==> src/rtl/rv_instruction_aligner_if.sv <==
// Handshake bundle between fetch, the instruction aligner and decode.
// The slave modport is the aligner's view.
interface rv_instruction_aligner_if #(
  parameter bit rv64 = 1'b0
);
  localparam int W = rv64 ? 64 : 32;

  logic         in_valid;
  logic         in_ready;
  logic [31:0]  in_word;
  logic         out_valid;
  logic         out_ready;
  logic [31:0]  out_inst;
  logic [W-1:0] out_pc;
  logic         out_is_compressed;
  logic         redirect_valid;
  logic [W-1:0] redirect_pc;

  modport master (
    output in_valid, in_word, out_ready,
    output redirect_valid, redirect_pc,
    input  in_ready, out_valid, out_inst,
    input  out_pc, out_is_compressed
  );

  modport slave (
    input  in_valid, in_word, out_ready,
    input  redirect_valid, redirect_pc,
    output in_ready, out_valid, out_inst,
    output out_pc, out_is_compressed
  );
endinterface

==> src/rtl/rv_instruction_aligner.sv <==
// Fetch-side aligner: 4-halfword buffer presenting one instruction at bit 0.
// Define RV_ALIGNER_RVC_EN to enable compressed (16-bit) instructions.
module rv_instruction_aligner #(
  parameter bit          rv64     = 1'b0,
  parameter logic [63:0] reset_pc = '0
) (
  input logic clock,
  input logic reset_n,
  rv_instruction_aligner_if.slave io
);
  localparam int W = rv64 ? 64 : 32;
`ifdef RV_ALIGNER_RVC_EN
  localparam bit RVC = 1'b1;
`else
  localparam bit RVC = 1'b0;
`endif
  localparam logic [W-1:0] MASK =
    {{(W-2){1'b1}}, RVC, 1'b0};

  logic [63:0]  buf_q, buf_d;
  logic [2:0]   count_q, count_d;
  logic [W-1:0] pc_q, pc_d;
  logic         drop_q, drop_d;

  logic         head_c;
  logic         valid_c;
  logic [2:0]   cons;
  logic [2:0]   rem;
  logic [2:0]   add;
  logic         rdy;
  logic         accept;
  logic [63:0]  shifted;
  logic [63:0]  app;

  assign head_c  = RVC && (count_q != 3'd0)
                   && (buf_q[1:0] != 2'b11);
  assign valid_c = head_c || (count_q >= 3'd2);
  assign cons    = !(valid_c && io.out_ready) ? 3'd0
                 : head_c ? 3'd1 : 3'd2;
  assign rem     = count_q - cons;
  assign rdy     = !io.redirect_valid && (rem <= 3'd2);
  assign accept  = io.in_valid && rdy;
  assign shifted = buf_q >> {cons, 4'b0};
  assign app     = drop_q ? {48'h0, io.in_word[31:16]}
                          : {32'h0, io.in_word};
  assign add     = drop_q ? 3'd1 : 3'd2;

  always_comb begin
    buf_d   = buf_q;
    count_d = count_q;
    pc_d    = pc_q;
    drop_d  = drop_q;
    if (io.redirect_valid) begin
      buf_d   = '0;
      count_d = '0;
      pc_d    = io.redirect_pc & MASK;
      drop_d  = RVC && io.redirect_pc[1];
    end else begin
      buf_d   = shifted;
      count_d = rem;
      pc_d    = pc_q + {{(W-4){1'b0}}, cons, 1'b0};
      if (accept) begin
        buf_d   = shifted | (app << {rem, 4'b0});
        count_d = rem + add;
        drop_d  = 1'b0;
      end
    end
  end

  // Halfwords beyond count are kept zero, so buf_q[31:0]
  // already reads {16'h0, h0} at count 1 and 0 when empty.
  always_ff @(posedge clock) begin
    if (!reset_n) begin
      buf_q   <= '0;
      count_q <= '0;
      pc_q    <= reset_pc[W-1:0];
      drop_q  <= 1'b0;
    end else begin
      buf_q   <= buf_d;
      count_q <= count_d;
      pc_q    <= pc_d;
      drop_q  <= drop_d;
    end
  end

  assign io.in_ready          = rdy;
  assign io.out_valid         = valid_c;
  assign io.out_inst          = buf_q[31:0];
  assign io.out_pc            = pc_q;
  assign io.out_is_compressed = head_c;
endmodule

==> src/flat_wrapper.sv <==
// flat-port wrapper written by rule: the top's interface ports become plain ports
module rv_instruction_aligner_flat 
#(
  parameter bit          rv64     = 1'b0,
  parameter logic [63:0] reset_pc = '0
)
  (clock, reset_n, io_in_valid, io_in_word, io_out_ready, io_redirect_valid, io_redirect_pc, io_in_ready, io_out_valid, io_out_inst, io_out_pc, io_out_is_compressed);
  rv_instruction_aligner_if #(.rv64(rv64)) io_i ();
  input logic clock;
  input logic reset_n;
  input wire logic [$bits(io_i.in_valid)-1:0] io_in_valid;
  input wire logic [$bits(io_i.in_word)-1:0] io_in_word;
  input wire logic [$bits(io_i.out_ready)-1:0] io_out_ready;
  input wire logic [$bits(io_i.redirect_valid)-1:0] io_redirect_valid;
  input wire logic [$bits(io_i.redirect_pc)-1:0] io_redirect_pc;
  output wire logic [$bits(io_i.in_ready)-1:0] io_in_ready;
  output wire logic [$bits(io_i.out_valid)-1:0] io_out_valid;
  output wire logic [$bits(io_i.out_inst)-1:0] io_out_inst;
  output wire logic [$bits(io_i.out_pc)-1:0] io_out_pc;
  output wire logic [$bits(io_i.out_is_compressed)-1:0] io_out_is_compressed;
  assign io_i.in_valid = io_in_valid;
  assign io_i.in_word = io_in_word;
  assign io_i.out_ready = io_out_ready;
  assign io_i.redirect_valid = io_redirect_valid;
  assign io_i.redirect_pc = io_redirect_pc;
  assign io_in_ready = io_i.in_ready;
  assign io_out_valid = io_i.out_valid;
  assign io_out_inst = io_i.out_inst;
  assign io_out_pc = io_i.out_pc;
  assign io_out_is_compressed = io_i.out_is_compressed;
  rv_instruction_aligner #(.rv64(rv64), .reset_pc(reset_pc)) u_core (.clock(clock), .reset_n(reset_n), .io(io_i));
endmodule
==> config.mk <==
export PLATFORM = sky130hd
export DESIGN_NAME = rv_instruction_aligner_flat
export DESIGN_NICKNAME = d
export VERILOG_FILES = /design/src/rtl/rv_instruction_aligner_if.sv /design/src/rtl/rv_instruction_aligner.sv /design/src/flat_wrapper.sv
export SDC_FILE = /design/constraint.sdc
export NUM_CORES = 1
export LEC_CHECK = 0
export CELL_PAD_IN_SITES_DETAIL_PLACEMENT = 2
export CELL_PAD_IN_SITES_GLOBAL_PLACEMENT = 2
export CORE_ASPECT_RATIO = 1.25
export CORE_MARGIN = 4
export CORE_UTILIZATION = 27
export CTS_BUF_LIST = sky130_fd_sc_hd__clkbuf_2
export DETAILED_ROUTE_END_ITERATION = 8
export PLACE_DENSITY = 0.87
export SKIP_LAST_GASP = 1
export SYNTH_ARGS = -nofsm -noshare
export SYNTH_HDL_FRONTEND = slang
export SYNTH_SLANG_ARGS = --single-unit
==> constraint.sdc <==
create_clock -name clock -period 3.25 [get_ports clock]
set_input_delay 0.325 -clock clock [delete_from_list [all_inputs] [get_ports clock]]
set_output_delay 0.325 -clock clock [all_outputs]
set_load 0.02 [all_outputs]
==> metrics list, run 1 <==
- After clock tree synthesis, the clock-pin slew on the worst setup and hold paths is 0.28 ns.
- Maximum cell stage delay along the critical path: 0.41 ns
- Highest fanout seen on the critical path: 6
* Wire length the detailed router placed on met1: 6.76 mm
- Startpoint class of the critical path: flop
* Number of enable-type register cells in the synthesized netlist: 0
* Via count of the first global-routing pass: 5083
- Kind of end point of the critical path: primary output
- First-pass DRT Iterations: 4
* Final number of max-transition violations: 0
- Maximum level of the CTS H-tree: 3
- Maximum clock skew at final layout: 0.0282 ns
- Leftover overflow at the end of global routing: 0
- Counting the fill cells in the layout gives 1845.
- Largest net degree at the start of global routing: 65
- Proportion of register bits with asynchronous set or reset after synthesis: 0
- After detailed routing, the total wire length is 16.4 mm.
- IO Port Bufs: 130
- Portion of synthesized cell area occupied by the leading cell type: 0.425
* Post-CTS Setup Repair Bufs: 0
- The design draws 2.31 mW.
* Reported max-cap violation count: 0
- In the final routed layout, each cell accounts on average for 19.1 microns.
* Final core utilization: 0.360
* Count of antenna diodes in the layout: 0
- In the synthesized netlist, the cells that appear most often are sky130_fd_sc_hd__nand2_1 (115), sky130_fd_sc_hd__dfxtp_1 (96), sky130_fd_sc_hd__nor2_1 (42), sky130_fd_sc_hd__a31oi_1 (38), sky130_fd_sc_hd__buf_4 (35).
- TritonCTS built the clock tree.
- Actual slew at the worst max-slew pin: 0.836 ns
- Shortest clock period the worst path allows after layout: 3.00 ns
* Area growth from synthesis to layout: 30.1%
* Placed wire-length estimate: 11.9 mm
* Global routing usage summed across all routing layers: 0.175
* Sequential-to-total area share from yosys stat: 0.425
* Chip Width: 124 microns
* Core Region: 0.0163 sq mm
- For this design the ratio of total power to cell area is 392 mW/mm^2.
* Met3 WL post-DR: 980 microns
- Effective utilization at floorplan: 0.277
- Top routing layer in use: met4
- Number of DRC violations after detailed-routing iteration 0: 187
- The critical path is of the reg -> out type.
- Maximum frequency from static timing analysis: 333 MHz
* CP max stage cell: sky130_fd_sc_hd__dfxtp_1
- Number of buffers added by the clock tree synthesis step: 9
- For this design the static power due to leakage is 2.00 nW.
- The final hold violation count is 0.
- STA puts the critical path data arrival time at 2.68 ns.
- Worst hold-check path type: in -> reg
- The netlist uses 46 different library cells.
- The die is 153 microns tall.
- Number of cells produced by synthesis: 558
- In the final layout, the share of cells above drive strength 1 is 0.0652.
- The count of nets left with antenna violations once routing finished came out at 0.
* Worst slew margin relative to its limit: 0.438
- For this design the top-level I/O count stands at 136.
- In the post-synthesis netlist, the cell with the most instances is sky130_fd_sc_hd__nand2_1.
- Final Wtd Congestion: 0.846
* Worst Path Required: 2.92 ns
- Number of sinks driven by the clock tree: 96
- Detailed routing placed a total of 8.47 mm of wire on met2.
* Via count: 4443
- The tree is rooted in a sky130_fd_sc_hd__clkbuf_2.
- Walking the worst path, the cells encountered are or2_2 -> nand2_2 -> inv_1 -> ha_1 -> xnor2_2 -> ha_1 -> nor2_1 -> nor2_1 -> clkdlybuf4s15_1.
* VDD IR max: 0.166 mV
- The clock passes through at most 2 buffers.
- Initial antenna violation count: 0
- Avg Vias per Cell: 5.17
- Primary flip-flop cell chosen by synthesis mapping: sky130_fd_sc_hd__dfxtp_1
* Total of warnings raised by yosys: 0
- At the later pin of the worst-skew pair, clock insertion delay measures 0.60 ns.
- Mean post-synth cell area: 8.10 sq um
- Setup repair after global routing left no endpoint under its margin.
* Die area: 0.0189 sq mm
* Cell Area, Synth: 0.00452 sq mm
- The biggest area contributor in the post-synthesis netlist is sky130_fd_sc_hd__dfxtp_1.
- Total Nets Final: 712
- Number of failing setup endpoints in the final timing report: 0
- Once the clock tree was built, the resizer swapped 2 gates to a different size.
- After detailed routing, the number of remaining DRC violations is 0.
- Standard-cell row count: 52
- Period utilisation layout: 0.924
- The run finished with clean final reports.
- Worst hold slack: 0.277 ns
* Total Negative Setup Slacks: 0 ns
- The first global-routing pass estimated 26.3 mm of wire.
- After synthesis, the cell types taking the most area are sky130_fd_sc_hd__dfxtp_1 (43%), sky130_fd_sc_hd__nand2_1 (9.5%), sky130_fd_sc_hd__buf_4 (5.8%).
- Synthesis inferred 96 register bits.
- The number of hold buffers added after CTS was 0.
registers in the layout, summed over array words and instances (netlist names):
name / count
u_core.buf_q: 64
u_core.count_q: 2
u_core.io.out_pc: 30
routing by layer:
metal / GRT usage / vias to the layer above
li1: - / 2092
met1: 0.194 / 2211
met2: 0.324 / 126
met3: 0.0412 / 14
met4: 0.0501 / 0
met5: 0 / -
cell type report:
cell class,count,area [sq um],area share
well taps,216,270,0.0459
multi-input cells,382,2160,0.367
flip-flops and latches,96,1920,0.327
clock buffers,10,50.0,0.00851
clock inverters,6,60.1,0.0102
repair buffers,142,1390,0.236
inverters,8,30.0,0.00510
layout by cell type, fill, tap and decap left out, drive strengths merged, types with 12 or more instances in the layout:
master | synthesis | routed
nand3 | 20 | 20
clkdlybuf4s50 | 0 | 129
nand2 | 115 | 115
dfxtp | 96 | 96
buf | 47 | 12
a22oi | 32 | 32
a31oi | 38 | 38
nor2 | 42 | 42
o21ai | 19 | 19
kinds of logic (layout without fill, tap and decap cells):
kind of cell | Yosys count | after routing | synth area share
other cells | 1 | 3 | 0.000829
buf+inv | 82 | 166 | 0.102
compound gates | 122 | 122 | 0.184
xor+xnor | 14 | 14 | 0.0271
fa+ha+maj | 4 | 4 | 0.0111
mux | 4 | 4 | 0.00913
flops | 96 | 96 | 0.425
simple gates | 235 | 235 | 0.241
path summary, 6_finish.rpt:
kind                           start              endpoint  slack [ns]  depth (start not counted)
hold / removal    io_redirect_pc[22]  u_core.io.out_pc[22]        0.28                          3
setup reg to reg   u_core.count_q[2]  u_core.io.out_pc[31]        0.52                          9
setup / recovery   u_core.count_q[2]           io_in_ready        0.25                          9
hold reg to reg     u_core.buf_q[37]       u_core.buf_q[5]        0.48                          2
critical path, delay by kind of cell, from the launching register on:
family                     cells  cell delay, ns
adders and majority gates      2            0.43
DFF                            1            0.41
xor gates and xnor gates       1            0.25
buffers and inverters          2            0.40
and+or+nand+nor                4            0.61
metrics by stage:
| step | std cells | area [sq um] | worst slack [ns] |
|---|---|---|---|
| finish | 860 | 5880 | 0.246 |
| global route | 860 | 5880 | 0.00685 |
| CTS | 860 | 5880 | 0.146 |
| detailed placement | 844 | 5770 | 0.227 |
| global placement | 844 | 5770 | 0.340 |
| floorplan | 560 | 4530 | 0.789 |
report_power, final:
| part | leakage (nW) | total, mW | switching (mW) | internal [mW] |
|---|---|---|---|---|
| Sequential | 0.782 | 1.27 | 0.0508 | 1.22 |
| Combinational | 1.15 | 0.425 | 0.224 | 0.201 |
| Clock | 0.0693 | 0.610 | 0.433 | 0.177 |
Power figures use the tool's default switching activity.
==> run 2, diff against run 1 <==
GPL_TIMING_DRIVEN = 0   (was default)
==> run 2 against run 1 <==
Effect of this change: worst hold slack lost 0.021 ns; global-route usage grew 1.3 points; flip-flop and latch count is the same; clock power shrank 3%; first-iteration DRC count grew 24%; largest cell class unchanged; register-to-register slack is essentially flat; core utilization grew 2.1 points; sequential power is essentially flat; die area is the same; final cell count grew 7.2%; via count grew 5.4%; largest power group unchanged; fmax shrank 0.44%.
==> metrics list, run 2 (synthesis results as in run 1) <==
* Standard-cell row count: 52 (unchanged)
- The combinational share of power is 0.196 (+0.012).
- Endpoint arrival time on the critical path: 2.69 ns (about the same)
- The HPWL after detailed placement was 14.0 mm (+17%).
- Global routing usage summed across all routing layers: 0.188 (+0.0126)
- Worst Path Required: 2.92 ns (about the same)
- The number of flip-flops in the largest register came to 64 (unchanged).
- Status: finished, final reports clean
* Number of buffers added by the clock tree synthesis step: 9 (unchanged)
- The pin count of the biggest net entering global routing was 19 (-71%).
- Total Nets Final: 774 (+8.7%)
- Maximum clock insertion buffer count: 2 (unchanged)
- The total core area is 0.0163 sq mm (unchanged).
* Setup repair after global routing missed its margin: false
- Clock power share: 0.255 (-0.009)
* Cell chain of the critical path: or2_2 -> nand2_1 -> clkinvlp_4 -> ha_1 -> xnor2_2 -> ha_1 -> nor2_1 -> nor2_1 -> clkbuf_2
- Register Area: 0.00192 sq mm (unchanged)
* Sequential power share: 0.549 (-0.003)
- The net switching fraction of the power is 0.328 (+0.0211).
* Final Hold Fails: 0 (unchanged)
* Shortest clock period the worst path allows after layout: 3.02 ns (+0.0132 ns)
- Number of stages on the worst hold path: 3 (unchanged)
- The total non-filler cell area in the finished layout came to 0.00622 sq mm (+5.7%).
- More flip-flops sit in one register than any other, and that register is u_core.buf_q.
* Number of sinks driven by the clock tree: 96 (unchanged)
- Via count: 4685 (+5.4%)
- Number of failing setup endpoints in the final timing report: 0 (unchanged)
- The diode insertion count for antenna repair was 0 (unchanged).
* TritonCTS clock tree: yes
* Avg WL per Cell: 19.3 microns (+0.98%)
- The total power after layout is 2.32 mW (+0.62%).
* Post-placement cell area: 0.00610 sq mm (+5.8%)
- Chip Width: 124 microns (unchanged)
- Maximum frequency from static timing analysis: 331 MHz (-0.44%)
- Leakage power figure: 2.20 nW (+10%)
* Via count of the first global-routing pass: 5206 (+2.4%)
- Highest fanout seen on the critical path: 6 (unchanged)
- The worst hold path belongs to the class in -> reg.
- STA classifies the critical path startpoint as a flop.
- The tree is rooted in a sky130_fd_sc_hd__clkbuf_2.
- The final count of pins violating max slew came to 0 (unchanged).
- The initial antenna violation count was 0 (unchanged).
* Reported max-cap violation count: 0 (unchanged)
- The weighted congestion at the end of routability-driven global placement was 0.887 (+4.8%).
* Aggregate routed wire length: 17.8 mm (+8.3%)
- The remaining global-route overflow came to 0 (unchanged).
- Number of nets still failing antenna checks after routing: 0 (unchanged)
- Effective utilization at floorplan: 0.277 (unchanged)
- The fraction of layout cells with a size suffix above 1 was 0.105 (+0.0396).
- Most frequent cells in the layout: sky130_fd_sc_hd__clkdlybuf4s50_1 (129), sky130_fd_sc_hd__nand2_1 (115), sky130_fd_sc_hd__dfxtp_1 (96)
* Kind of end point of the critical path: primary output
- The vertical die dimension came to 153 microns (unchanged).
- Period utilisation layout: 0.928 (+0.00406)
- Actual slew at the worst max-slew pin: 0.870 ns (+0.0340 ns)
* Total I/O pin count: 136 (unchanged)
* Maximum level of the CTS H-tree: 3 (unchanged)
- CTS clk-pin slew, worst paths: 0.32 ns (+0.04 ns)
* Number of DRC violations after detailed-routing iteration 0: 232 (+24%)
- VDD IR max: 0.197 mV (+19%)
- Worst hold slack: 0.257 ns (-0.0207 ns)
- The clock latency on the worst-skew pair came to 0.60 ns (about the same).
* Worst slew margin relative to its limit: 0.415 (-0.0228)
* Count of cells along the worst register-to-register path: 10 (+1)
- By startpoint and endpoint, the worst setup path is classified as reg -> out.
- CP max stage cell: sky130_fd_sc_hd__dfxtp_1
- Hold Buf Count CTS: 0 (unchanged)
- Multi-input gate area: 0.00216 sq mm (-0.23%)
* Wire length of the first global-routing pass: 27.9 mm (+5.8%)
- Commonest non-fill, non-tap cell in the layout: sky130_fd_sc_hd__clkdlybuf4s50_1
- The final clock skew came to 0.0304 ns (+0.00215 ns).
- First-pass DRT Iterations: 4 (unchanged)
* Pwr Density: 373 mW/mm^2 (-4.8%)
- Number of inserted filler cells in the final layout: 1860 (+0.81%)
* Die area: 0.0189 sq mm (unchanged)
- The count of input and output buffers is 130 (unchanged).
- The via count normalized by instance count is 5.08 (-1.6%).
- The remaining design rule violation count was 0 (unchanged).
* Area growth from synthesis to layout: 37.6%
- The delay of the slowest cell on the worst path is 0.42 ns (about the same).
- The total internal power is 1.56 mW (-2.4%).
- Net switching component of the power: 0.761 mW (+7.5%)
-- run 2: cell type report --
class | instances | area share
Clock buffer | 9 | 0.00724
Tap cell | 216 | 0.0434
Clock inverter | 7 | 0.0107
Multi-Input combinational cell | 382 | 0.346
Inverter | 8 | 0.00543
Buffer | 73 | 0.0684
Sequential cell | 96 | 0.309
Timing Repair Buffer | 131 | 0.210
-- run 2: what timing repair did --
item                                    in CTS  in global routing
gates cloned                                 0                  0
setup buffers                                1                  0
endpoints found under the setup margin       1                  1
gates resized for setup                      3                  2
-- run 2: final timing paths --
kind                                        start          endpoint  slack [ns]
worst max-delay path            u_core.count_q[2]       io_in_ready        0.23
worst min-delay path               io_in_word[20]  u_core.buf_q[20]        0.26
worst max register to register  u_core.count_q[2]   u_core.buf_q[4]        0.52
worst min register to register   u_core.buf_q[39]   u_core.buf_q[7]        0.49
-- run 2: metrics by stage --
step / std cells / TNS (ns) / utilization / worst slack [ns]
2_1_floorplan: 560 / 0 / - / 0.789
3_3_place_gp: 906 / -0.325 / 0.374 / -0.193
3_5_place_dp: 906 / -6.36 / 0.374 / -0.264
4_1_cts: 922 / 0 / 0.381 / 0.0119
5_1_grt: 922 / 0 / 0.381 / 0.0514
6_report: 922 / 0 / 0.381 / 0.233
-- run 2: critical path, delay by kind of cell, from the launching register on --
family | cells | cell delay [ns]
and+or+nand+nor | 4 | 0.69
adders and majority gates | 2 | 0.43
DFF | 1 | 0.42
buffers and inverters | 2 | 0.33
xor gates and xnor gates | 1 | 0.23
-- run 2: power by group through the flow --
stage | Clock [mW] | Sequential [mW] | Combinational, mW
after floorplan | 0 | 1.31 | 0.187
after global placement | 0 | 1.29 | 0.441
after detailed placement | 0 | 1.30 | 0.458
after CTS | 0.620 | 1.28 | 0.462
after global routing | 0.662 | 1.28 | 0.494
final | 0.592 | 1.28 | 0.456
-- run 2: routing by layer --
layer  up-vias  global-route usage  routed length [microns]
li1       2214                   -                        -
met1      2320               0.214                     7180
met2       136               0.343                     9280
met3        15              0.0420                     1070
met4         0              0.0528                      227
met5         -                   0                        0
